### src/rtl/axi4_lite_arbiter.sv
// rtl/axi4_lite_arbiter.sv - round-robin arbiter sharing one AXI4-Lite manager port between NUM_REQ requesters
// Issues combinationally from idle and holds the winner's latched operands until the manager completes.
module axi4_lite_arbiter #(
  parameter  int NUM_REQ    = 2,
  parameter  int ADDR_WIDTH = 32,
  parameter  int XLEN       = 32,
  localparam int GW         = (NUM_REQ > 1) ? $clog2(NUM_REQ) : 1
) (
  input  logic                               clk,
  input  logic                               rst_n,
  input  logic [NUM_REQ-1:0]                 req_rd_en,
  input  logic [NUM_REQ-1:0]                 req_wr_en,
  input  logic [NUM_REQ-1:0][ADDR_WIDTH-1:0] req_addr,
  input  logic [NUM_REQ-1:0][XLEN-1:0]       req_wr_data,
  input  logic [NUM_REQ-1:0][XLEN/8-1:0]     req_wr_strobe,
  output logic [XLEN-1:0]                    req_rd_data,
  output logic [NUM_REQ-1:0]                 req_fault,
  output logic [NUM_REQ-1:0]                 req_busy,
  output logic [GW-1:0]                      grant,
  output logic                               mgr_rd_en,
  output logic                               mgr_wr_en,
  output logic [ADDR_WIDTH-1:0]              mgr_addr,
  output logic [XLEN-1:0]                    mgr_wr_data,
  output logic [XLEN/8-1:0]                  mgr_wr_strobe,
  input  logic [XLEN-1:0]                    mgr_rd_data,
  input  logic                               mgr_fault,
  input  logic                               mgr_busy
);

  typedef enum logic {ARB_IDLE = 1'b0, ARB_ACTIVE = 1'b1} arb_state_e;

  arb_state_e            state_q, state_d;
  logic [GW-1:0]         grant_q, grant_d;
  logic [GW-1:0]         last_grant_q, last_grant_d;
  logic [ADDR_WIDTH-1:0] addr_q, addr_d;
  logic [XLEN-1:0]       wdata_q, wdata_d;
  logic [XLEN/8-1:0]     strb_q, strb_d;

  logic [NUM_REQ-1:0]    req_v;
  logic                  any_req;
  logic [GW-1:0]         winner;
  logic [GW-1:0]         cand;
  logic                  issue;
  logic                  complete;

  // Gating with rst_n keeps the combinational issue path silent while reset is held.
  assign req_v    = (req_rd_en | req_wr_en) & {NUM_REQ{rst_n}};
  assign any_req  = |req_v;
  assign issue    = (state_q == ARB_IDLE) & any_req;
  assign complete = (state_q == ARB_ACTIVE) & ~mgr_busy;

  // Scanning downwards lets the last hit be the nearest requester after last_grant_q.
  always_comb begin
    winner = last_grant_q;
    cand   = '0;
    for (int k = NUM_REQ; k >= 1; k--) begin
      cand = GW'((int'(last_grant_q) + k) % NUM_REQ);
      if (req_v[cand]) winner = cand;
    end
  end

  always_ff @(posedge clk or negedge rst_n) begin
    if (!rst_n) begin
      state_q      <= ARB_IDLE;
      grant_q      <= '0;
      last_grant_q <= GW'(NUM_REQ - 1);
      addr_q       <= '0;
      wdata_q      <= '0;
      strb_q       <= '0;
    end else begin
      state_q      <= state_d;
      grant_q      <= grant_d;
      last_grant_q <= last_grant_d;
      addr_q       <= addr_d;
      wdata_q      <= wdata_d;
      strb_q       <= strb_d;
    end
  end

  always_comb begin
    state_d      = state_q;
    grant_d      = grant_q;
    last_grant_d = last_grant_q;
    addr_d       = addr_q;
    wdata_d      = wdata_q;
    strb_d       = strb_q;
    case (state_q)
      ARB_IDLE: begin
        if (issue) begin
          addr_d  = req_addr[winner];
          wdata_d = req_wr_data[winner];
          strb_d  = req_wr_strobe[winner];
          grant_d = winner;
          state_d = ARB_ACTIVE;
        end
      end
      ARB_ACTIVE: begin
        if (complete) begin
          last_grant_d = grant_q;
          state_d      = ARB_IDLE;
        end
      end
      default: state_d = ARB_IDLE;
    endcase
  end

  // Manager-side outputs never look at mgr_busy, which the manager derives from the enables.
  always_comb begin
    mgr_rd_en     = 1'b0;
    mgr_wr_en     = 1'b0;
    mgr_addr      = addr_q;
    mgr_wr_data   = wdata_q;
    mgr_wr_strobe = strb_q;
    if (state_q == ARB_IDLE) begin
      mgr_rd_en     = issue & req_rd_en[winner];
      mgr_wr_en     = issue & req_wr_en[winner] & ~req_rd_en[winner];
      mgr_addr      = issue ? req_addr[winner]      : '0;
      mgr_wr_data   = issue ? req_wr_data[winner]   : '0;
      mgr_wr_strobe = issue ? req_wr_strobe[winner] : '0;
    end
  end

  // A grantee that withdrew its request mid-transaction neither stalls nor sees the fault.
  always_comb begin
    req_busy    = req_v;
    req_fault   = '0;
    req_rd_data = complete ? mgr_rd_data : '0;
    grant       = issue ? winner : grant_q;
    if (issue) req_busy[winner] = mgr_busy;
    if (state_q == ARB_ACTIVE) begin
      req_busy[grant_q]  = mgr_busy & req_v[grant_q];
      req_fault[grant_q] = complete & req_v[grant_q] & mgr_fault;
    end
  end

endmodule

### config.mk
export PLATFORM = sky130hd
export DESIGN_NAME = axi4_lite_arbiter
export DESIGN_NICKNAME = d
export VERILOG_FILES = /design/src/rtl/axi4_lite_arbiter.sv
export SDC_FILE = /design/constraint.sdc
export NUM_CORES = 1
export LEC_CHECK = 0
export BUFFER_PORTS_ARGS = -buffer_cell sky130_fd_sc_hd__buf_2
export CAP_MARGIN = 20
export CORE_UTILIZATION = 45
export CTS_CLUSTER_DIAMETER = 50
export CTS_CLUSTER_SIZE = 40
export DETAILED_ROUTE_END_ITERATION = 10
export MAX_ROUTING_LAYER = met4
export PLACE_DENSITY = 0.79
export SLEW_MARGIN = 20
export SYNTH_ARGS = -nofsm -noshare
export SYNTH_HDL_FRONTEND = slang
export SYNTH_SLANG_ARGS = --single-unit
### constraint.sdc
create_clock -name clk -period 1.5 [get_ports clk]
set_clock_uncertainty 0.15 [all_clocks]
set_input_delay 0.075 -clock clk [delete_from_list [all_inputs] [get_ports clk]]
set_output_delay 0.075 -clock clk [all_outputs]
set_load 0.02 [all_outputs]
==> flow_metrics.tcl, run 1 <==
set metrics [dict create \
    status "stopped before the end" \
    lastStage "clock tree synthesis" \
    tool.error "[ERROR DPL-0033] detailed placement checks failed during check placement." \
    gp_congestion 0.915 \
    cts_root_buf "clkbuf_16" \
    syn_avg_cell_area_um2 8.47 \
    cts_max_path_buffers 2 \
    rows 44 \
    async_reset_ff_frac 1.00 \
    placed_cell_area_um2 10600 \
    synth_warnings 0 \
    io_buffers 282 \
    syn_nets 970 \
    cts_sinks 71 \
    num_io_pins 283 \
    cts_made_buffers 9 \
    cts_setup_buffers 43 \
    hpwl_mm 19.1 \
    synth_edf_count 0 \
    ys_seq_elements 71 \
    synth_cells 794 \
    postCtsResizedCells 509 \
    preCtsSetupSlack_ns -0.430 \
    die_w_um 124 \
    synthFlopType "dfrtp_1" \
    synth_cell_types 38 \
    dieHeight_um 124 \
    hold_buffers 18 \
    ys_seq_area_frac 0.264 \
    synth_area_um2 6720 \
    initial_core_util 0.463 \
    htree_levels 3 \
]
[synth_stat cells, drive strengths merged, types with 4 or more instances]
master,number,share of area
buf,40,0.044
a211oi,68,0.076
nand2,73,0.041
o31ai,136,0.16
dfrtp,70,0.26
clkbuf,70,0.039
and2,100,0.093
a221oi,68,0.097
o211a,68,0.10
o21ai,73,0.055
nor2,4,0.0022
[metrics by stage]
step / util / instances
after detailed placement: 0.726 / 1307
after global placement: 0.726 / 1307
after floorplan: - / 794
[cell families after synthesis]
kind of cell,synth area share
flops,0.264
simple gates,0.152
buf+inv,0.0839
compound gates,0.499
==> run 2, diff against run 1 <==
CORE_UTILIZATION = 30   (was 45)
CTS_CLUSTER_DIAMETER = unset   (was 50)
CTS_CLUSTER_SIZE = unset   (was 40)
MAX_ROUTING_LAYER = unset   (was met4)
PLACE_DENSITY = unset   (was 0.79)
PLACE_DENSITY_LB_ADDON = 0.15   (was unset)
clock period = 1.95 ns   (was 1.5 ns; I/O delays follow)
==> run 2 against run 1 <==
  * The flow now finishes, with violations (hold timing, setup timing)
  * Synthesized cell count is the same
  * Area after synthesis did not move
==> flow_metrics.tcl, run 2 <==
set metrics [dict create \
    finalMaxSlewViolations 0 \
    preCtsSetupSlack_ns 0.0250 \
    clock.fmax_mhz 470 \
    cts_made_buffers 9 \
    totalNegativeSetupSlack_ns -8.12 \
    grt_pass1_wl_mm 46.3 \
    antenna_found_initial 5 \
    period_share 1.09 \
    utilization 0.570 \
    tightest_slew_ns 0.831 \
    die-area_um2 23000 \
    clk-insertion-delay-late_ns 0.34 \
    cts_sinks 71 \
    grt_max_degree 54 \
    yosys.area_share.simple 0.152 \
    cp_slowest_cell "dfstp_2" \
    worstHoldPathType "in2reg" \
    synth_cells 794 \
    hold-worst-slack_ns -0.0108 \
    drt_iter0_drc 455 \
    cts_root_buf "clkbuf_16" \
    cts_tree "built" \
    yosys.area.top_type "dfrtp_1" \
    gp_congestion 0.805 \
    postRouteWirelength_mm 32.5 \
    cp_max_fo 7 \
    synth_cell_types 38 \
    p_per_area_nw_per_um2 1040 \
    critical-path-max-stage-delay_ns 0.56 \
    synth_area_leaders "dfrtp_1 26%, o31ai_1 14%, o211a_1 10%" \
    ys_seq_elements 71 \
    num_vias 8181 \
    rows 54 \
    placed_cell_area_um2 8670 \
    ir_drop_mv 0.510 \
    top_regs "addr_q (32), wdata_q (32), strb_q (4)" \
    ant_nets 0 \
    io_buffers 282 \
    worst_setup_path_end_kind "output pin" \
    overflow 0 \
    hpwl_mm 17.5 \
    stdcell_area_um2 12500 \
    rsz0062_at_grt "yes" \
    worst-setup-path-type "reg2out" \
    num_io_pins 283 \
    grt_usage 0.264 \
    cp_common_cell "buf_12" \
    synth_warnings 0 \
    leakage_nw 5.39 \
    violations "hold timing, setup timing" \
    final_cell_mix "208 x buf_2, 100 x and2_1, 77 x buf_6" \
    setup_viol 72 \
    clkTransAtPathRegs_ns 0.06 \
    syn_avg_cell_area_um2 8.47 \
    htree_levels 3 \
    synthToLayoutAreaGrowth_pct 85.7 \
    ys_seq_area_frac 0.264 \
    async_reset_ff_frac 1.00 \
    hold_viol 1 \
    arrival_ns 1.88 \
    layout_commonest_cell "buf_2" \
    synthTopCellsByCount "122 x o31ai_1, 100 x and2_1, 73 x nand2_1, 70 x dfrtp_1, 70 x o21ai_0" \
    cts_max_path_buffers 2 \
    startpoint_type "register" \
    synth_top_family_by_area "compound AO/OA/AOI/OAI gates" \
    total_power_mw 12.9 \
    dieHeight_um 152 \
    routed_via_density 5.95 \
    cp_cell_sequence "buf_12 > buf_12 > buf_16 > buf_12 > a221oi_4 > o31ai_4 > buf_6" \
    synth_area_um2 6720 \
    nNetsFinal 1264 \
    initial_core_util 0.307 \
    synth_top_area_frac 0.261 \
    routedWlPerCell_um 23.6 \
    synthMuxAreaShare 0 \
    coreArea_um2 21900 \
    maxCapViolations 0 \
    dr.pass1.iters 4 \
    drive_above_1_share 0.554 \
    status "finished, violations left" \
    required_ns 1.70 \
    synth_most_common_cell "o31ai_1" \
    synth_compound_area_frac 0.499 \
    synth_edf_count 0 \
    relSlewSlack 0.444 \
    setup_ws_ns -0.178 \
    period_needed_ns 2.13 \
    die_w_um 152 \
    drc 0 \
    synth_adder_area_share 0 \
    syn_nets 970 \
    grt_pass1_vias 7908 \
    yosys.area_share.xor_xnor 0 \
    synthFlopType "dfrtp_1" \
]
## run 2: cell counts after synthesis
No cell type changed its count.
## run 2: layout make-up
cell class | instances | area (µm²)
well taps | 280 | 350
clock buffers | 10 | 229
multi-input cells | 613 | 6440
clock inverters | 6 | 61.3
diodes | 3 | 7.51
fillers | 1918 | 9410
repair buffers | 391 | 3590
flip-flops and latches | 71 | 1780
inverters | 2 | 20.0
## run 2: critical path: cells and delay by family, from the launching register on
family / cells / cell delay, ns
compound gates: 2 / 0.25
buf+inv: 5 / 0.71
flops: 1 / 0.56
## run 2: cells by family after synthesis
group / after synthesis
AND/OR/NAND/NOR: 191
buffers and inverters: 112
AO/OA/AOI/OAI: 420
flip-flops: 71
## run 2: metal layers
metal / track usage / share of wire
met1: 0.362 / 0.43
met2: 0.430 / 0.48
met3: 0.0356 / 0.064
met4: 0.0767 / 0.024
met5: 0 / 0.00068
## run 2: worst paths after layout
check                                               from                       to  slack (ns)  depth (start not counted)
worst max-delay path            last_grant_q$_DFFE_PN1P_           mgr_wr_data[7]       -0.18                          7
min in group asynchronous                          rst_n    strb_q[3]$_DFFE_PN0P_        0.09                          2
worst min register to register    addr_q[27]$_DFFE_PN0P_   addr_q[27]$_DFFE_PN0P_        0.36                          2
worst max register to register         state_q$_DFF_PN0_   wdata_q[8]$_DFFE_PN0P_        0.09                          5
max in group asynchronous                          rst_n  wdata_q[26]$_DFFE_PN0P_        0.51                          3
worst min-delay path                        req_addr[11]   addr_q[11]$_DFFE_PN0P_       -0.01                          3
## run 2: what timing repair did
action	CTS	global route
resized for setup	356	121
endpoints found under the setup margin	107	98
hold endpoints to repair	74	0
pin swaps	25	43
gates cloned	15	12
hold buffers	14	0
buffers inserted	12	13
## run 2: power breakdown
part | internal (mW) | leakage [nW] | switching, mW
sequential | 2.06 | 0.871 | 0.291
clock | 0.987 | 0.142 | 0.694
combinational | 4.13 | 4.37 | 4.78
## run 2: stage by stage
| step | std cells | hold slack (ns) |
|---|---|---|
| CTS | 1349 | 0.000481 |
| global route | 1374 | 0.0190 |
| detailed placement | 1292 | -0.211 |
| global placement | 1292 | -0.211 |
| finish | 1376 | -0.0108 |
| floorplan | 794 | -0.348 |
Power figures use the tool's default switching activity.
==> run 3, diff against run 2 <==
CORE_MARGIN = 10   (was unset)
==> run 3 against run 2 <==
  * Non-clock buffer count down 24
  * Via count rose by 0.87%
  * Sequential share of layout area rose by 1.3 points
  * Count of clock-buffer cells in the layout increased by 3
  * Sequential cell count stayed put
  * The run still ends with hold timing, setup timing left
  * Power is 13% lower
  * Global-route usage fell by 4.1 points
  * Maximum frequency shrank 2.5%
  * Worst setup slack lost 0.055 ns
  * First-iteration DRC count up 45%
==> flow_metrics.tcl, run 3 (same netlist as run 2, synthesis figures left out) <==
set metrics [dict create \
    antenna_found_initial 6 \
    gp_congestion 0.812 \
    initial_core_util 0.306 \
    postRouteWirelength_mm 34.7 \
    hpwl_mm 19.8 \
    cts_max_path_buffers 2 \
    maxCapViolations 0 \
    status "finished, violations left" \
    preCtsSetupSlack_ns 0.0321 \
    io_buffers 282 \
    worstHoldPathType "in2reg" \
    routedWlPerCell_um 25.6 \
    total_power_mw 11.3 \
    period_needed_ns 2.18 \
    drive_above_1_share 0.530 \
    grt_pass1_wl_mm 51.2 \
    setup_viol 103 \
    rows 54 \
    seqPwrFrac 0.208 \
    arrival_ns 1.94 \
    violations "hold timing, setup timing" \
    grt_pass1_vias 8470 \
    grt_usage 0.223 \
    r2r_slack_ns -0.02 \
    clock.fmax_mhz 458 \
    dp_cells 1285 \
    layout_commonest_cell "buf_2" \
    hold_viol 1 \
    num_io_pins 283 \
    cp-startpoint "last_grant_q$_DFFE_PN1P_" \
    leakage_nw 5.12 \
    setup_ws_ns -0.234 \
    finalMaxSlewViolations 0 \
    clkTransAtPathRegs_ns 0.06 \
    rsz0062_at_grt "yes" \
    fin_cells 1354 \
    dieHeight_um 170 \
    cts_root_buf "clkbuf_16" \
    power.internal_mw 6.22 \
    htree_levels 3 \
    die_w_um 170 \
    top_regs "addr_q (32), wdata_q (32), strb_q (4)" \
    clk-insertion-delay-late_ns 0.34 \
    drc 0 \
    cp-endpoint "mgr_addr[18]" \
    cp_max_fo 38 \
    routed_via_density 6.09 \
    grt_max_degree 54 \
    switching_share 0.449 \
    period_share 1.12 \
    num_vias 8252 \
    cts_tree "built" \
    worst-setup-path-type "reg2out" \
    final_cell_mix "175 x buf_2, 84 x buf_6, 72 x nand2_1" \
    cts_made_buffers 9 \
    synthToLayoutAreaGrowth_pct 69.9 \
    ant_nets 0 \
    drt_iter0_drc 661 \
    relSlewSlack 0.428 \
    clkPwrFrac 0.142 \
    p_switching_mw 5.07 \
    r2r-end "wdata_q[21]$_DFFE_PN0P_" \
    ir_drop_mv 0.699 \
    required_ns 1.70 \
    p_per_area_nw_per_um2 989 \
    hold-worst-slack_ns -0.0151 \
    p_comb_frac 0.650 \
    r2r-start "state_q$_DFF_PN0_" \
    worst_setup_path_end_kind "output pin" \
    cts_sinks 71 \
    overflow 0 \
    die-area_um2 28800 \
    nNetsFinal 1239 \
    startpoint_type "register" \
    dr.pass1.iters 5 \
    tightest_slew_ns 0.855 \
    coreArea_um2 22000 \
    r2r_cells 6 \
]
==> run 3: cell count changes in the layout (fill, tap and decap cells not counted), moves of 20 or more <==
cell	delta
a211oi_4	-41
a221oi_1	+36
o31ai_2	+35
buf_2	-33
and2_1	-30
and2_4	+30
a221oi_2	-27
a211oi_1	+23
o31ai_4	-20
==> run 3: power by group through the flow <==
stage	combinational, mW	sequential (mW)	clock, mW
2_1_floorplan	3.27	2.28	0
5_1_grt	7.78	2.42	1.69
6_report	7.34	2.35	1.60
3_3_place_gp	5.01	2.35	0
3_5_place_dp	4.99	2.37	0
4_1_cts	6.52	2.34	1.64
==> run 3: routing by layer <==
layer	wire (µm)	global-route usage	up-vias
met5	0	0	-
met2	16600	0.359	360
met3	2730	0.0602	49
met1	14600	0.284	4140
met4	722	0.0668	0
li1	-	-	3703
==> run 3: how the worst min path moves through the flow <==
| stage | from | slack [ns] | end | cells after the start |
|---|---|---|---|---|
| after floorplan | rst_n | -0.35 | addr_q[0]$_DFFE_PN0P_ | 0 |
| after global placement | rst_n | 0.03 | addr_q[31]$_DFFE_PN0P_ | 2 |
| after detailed placement | rst_n | 0.03 | addr_q[31]$_DFFE_PN0P_ | 2 |
| after CTS | req_wr_data[21] | 0.0009 | wdata_q[21]$_DFFE_PN0P_ | 3 |
| after global routing | req_wr_strobe[1] | 0.004 | strb_q[1]$_DFFE_PN0P_ | 3 |
| final | req_wr_data[16] | -0.02 | wdata_q[16]$_DFFE_PN0P_ | 3 |
==> run 3: cell type report <==
cell class                      count  area, µm²
Tap cell                          280        350
Sequential cell                    71       1780
Fill cell                        2027      10500
Inverter                            2       7.51
Timing Repair Buffer              367       3340
Antenna cell                        6       15.0
Clock inverter                      3       17.5
Multi-Input combinational cell    612       5650
Clock buffer                       13        260
==> run 3: what timing repair did <==
| item | 4_1_cts | 5_1_grt |
|---|---|---|
| endpoints found under the hold margin | 77 | 0 |
| setup buffers | 14 | 3 |
| pin swaps | 15 | 12 |
| hold buffers | 11 | 0 |
| cloned | 14 | 6 |
| endpoints found under the setup margin | 106 | 120 |
| gates resized for setup | 269 | 142 |
==> run 3: metrics by stage <==
| stage | hold WS [ns] | setup TNS [ns] | util | instance area, µm² |
|---|---|---|---|---|
| after detailed placement | 0.0262 | 0 | 0.392 | 8600 |
| final | -0.0151 | -15.91 | 0.520 | 11400 |
| after global routing | 0.00428 | -21.19 | 0.520 | 11400 |
| after CTS | 0.000933 | -15.64 | 0.483 | 10600 |
| after global placement | 0.0308 | 0 | 0.392 | 8600 |
| after floorplan | -0.348 | -2.17 | - | 6840 |
==> run 3: critical path: stages (launching register included) <==
cell,delay [ns]
dfstp_2,0.59
inv_2,0.08
buf_12,0.19
a211oi_1,0.41
o31ai_2,0.12
buf_4,0.17
==> run 4, diff against run 3 <==
PLACE_DENSITY = 0.65   (was unset)
PLACE_DENSITY_LB_ADDON = unset   (was 0.15)
==> run 4 against run 3 <==
  * The flow finishes with violations (setup timing)
  * Register-to-register slack about the same
  * Power up 2.9%
  * Maximum frequency up 1.1%
  * Count of clock-buffer cells in the layout down 2
  * Die area unchanged
  * Via count up 2.9%
  * Sequential power about the same
  * Largest power group unchanged
==> flow_metrics.tcl, run 4 (same netlist as run 2, synthesis figures left out) <==
set metrics [dict create \
    status "finished, violations left" \
    violations "setup timing" \
    coreArea_um2 22000 \
    hpwl_mm 19.4 \
    worstHoldPathType "in2reg" \
    clock.fmax_mhz 463 \
    io_buffers 282 \
    seqPwrFrac 0.203 \
    overflow 0 \
    initial_core_util 0.306 \
    period_needed_ns 2.16 \
    tightest_slew_ns 0.675 \
    grt_max_degree 70 \
    dp_cells 1291 \
    nNetsFinal 1279 \
    p_switching_mw 5.12 \
    dr.pass1.iters 5 \
    gp_congestion 0.795 \
    clkTransAtPathRegs_ns 0.06 \
    final_cell_mix "176 x buf_2, 85 x buf_4, 73 x nand2_1" \
    setup_ws_ns -0.211 \
    fin_cells 1390 \
    drt_iter0_drc 721 \
    cts_root_buf "clkbuf_16" \
    leakage_nw 5.28 \
    setup_viol 103 \
    r2r-end "addr_q[4]$_DFFE_PN0P_" \
    r2r-start "state_q$_DFF_PN0_" \
    r2r_cells 7 \
    rows 54 \
    clkPwrFrac 0.162 \
    postRouteWirelength_mm 35.0 \
    ant_nets 0 \
    hold_viol 0 \
    hold-worst-slack_ns 0.00377 \
    power.internal_mw 6.50 \
    die_w_um 170 \
    worst-setup-path-type "reg2out" \
    cp-startpoint "last_grant_q$_DFFE_PN1P_" \
    required_ns 1.70 \
    clk-insertion-delay-late_ns 0.34 \
    switching_share 0.441 \
    cts_sinks 71 \
    total_power_mw 11.6 \
    drive_above_1_share 0.538 \
    cts_max_path_buffers 2 \
    rsz0062_at_grt "yes" \
    num_vias 8492 \
    routedWlPerCell_um 25.2 \
    cts_made_buffers 9 \
    period_share 1.11 \
    r2r_slack_ns -0.03 \
    grt_usage 0.200 \
    finalMaxSlewViolations 0 \
    p_per_area_nw_per_um2 989 \
    cts_tree "built" \
    maxCapViolations 0 \
    die-area_um2 28800 \
    layout_commonest_cell "buf_2" \
    relSlewSlack 0.548 \
    cp-endpoint "mgr_wr_data[8]" \
    worst_setup_path_end_kind "output pin" \
    grt_pass1_vias 8208 \
    cp_max_fo 38 \
    preCtsSetupSlack_ns -0.00630 \
    num_io_pins 283 \
    routed_via_density 6.11 \
    utilization 0.535 \
    synthToLayoutAreaGrowth_pct 74.8 \
    antenna_found_initial 4 \
    grt_pass1_wl_mm 46.6 \
    arrival_ns 1.91 \
    drc 0 \
    p_comb_frac 0.634 \
    dieHeight_um 170 \
    ir_drop_mv 0.515 \
    startpoint_type "register" \
    htree_levels 3 \
    top_regs "addr_q (32), wdata_q (32), strb_q (4)" \
]
[run 4: critical path, stage by stage (launching register included)]
cell and delay [ns]:
dfstp_2 0.62, inv_2 0.10, buf_12 0.22, a211oi_4 0.29
o31ai_4 0.11, buf_4 0.18
[run 4: timing repair]
item | CTS | global route
gates cloned | 7 | 19
setup buffers | 4 | 19
hold endpoints to repair | 76 | 0
resized for setup | 125 | 276
pin swaps | 6 | 43
hold buffers | 32 | 0
setup endpoints to repair | 107 | 109
[run 4: power groups by stage]
stage,Sequential (mW),Combinational [mW],Clock (mW)
4_1_cts,2.34,5.93,1.93
6_report,2.36,7.37,1.89
3_3_place_gp,2.34,4.86,0
3_5_place_dp,2.36,4.91,0
5_1_grt,2.43,7.77,1.97
2_1_floorplan,2.28,3.27,0
[run 4: per-layer routing]
| layer | global-route usage | up-vias | routed length [µm] |
|---|---|---|---|
| met5 | 0 | - | 27 |
| met4 | 0.0565 | 4 | 578 |
| met2 | 0.330 | 417 | 16900 |
| li1 | - | 3767 | - |
| met3 | 0.0514 | 54 | 2820 |
| met1 | 0.252 | 4250 | 14700 |
[run 4: metrics by stage]
step	TNS [ns]	cell area, µm²
final	-11.15	11800
after global routing	-15.99	11800
after CTS	-20.09	10000
after detailed placement	-0.00630	8640
after global placement	0	8640
after floorplan	-2.17	6840
[run 4: worst min-delay path by stage]
stage	start	to	slack [ns]	cells past startpoint
after floorplan	rst_n	addr_q[0]$_DFFE_PN0P_	-0.35	0
after global placement	rst_n	wdata_q[24]$_DFFE_PN0P_	-0.21	1
after detailed placement	rst_n	wdata_q[24]$_DFFE_PN0P_	-0.21	1
after CTS	rst_n	addr_q[26]$_DFFE_PN0P_	0.0007	4
after global routing	req_addr[59]	addr_q[27]$_DFFE_PN0P_	0.01	3
final	req_addr[49]	addr_q[17]$_DFFE_PN0P_	0.004	3
[run 4: area by class of cell]
type | count | area (µm²)
clock buffers | 11 | 253
inverters | 2 | 7.51
well taps | 280 | 350
clock inverters | 5 | 80.1
diodes | 2 | 5.00
multi-input cells | 614 | 5690
repair buffers | 405 | 3590
flip-flops and latches | 71 | 1780
fillers | 1913 | 10200
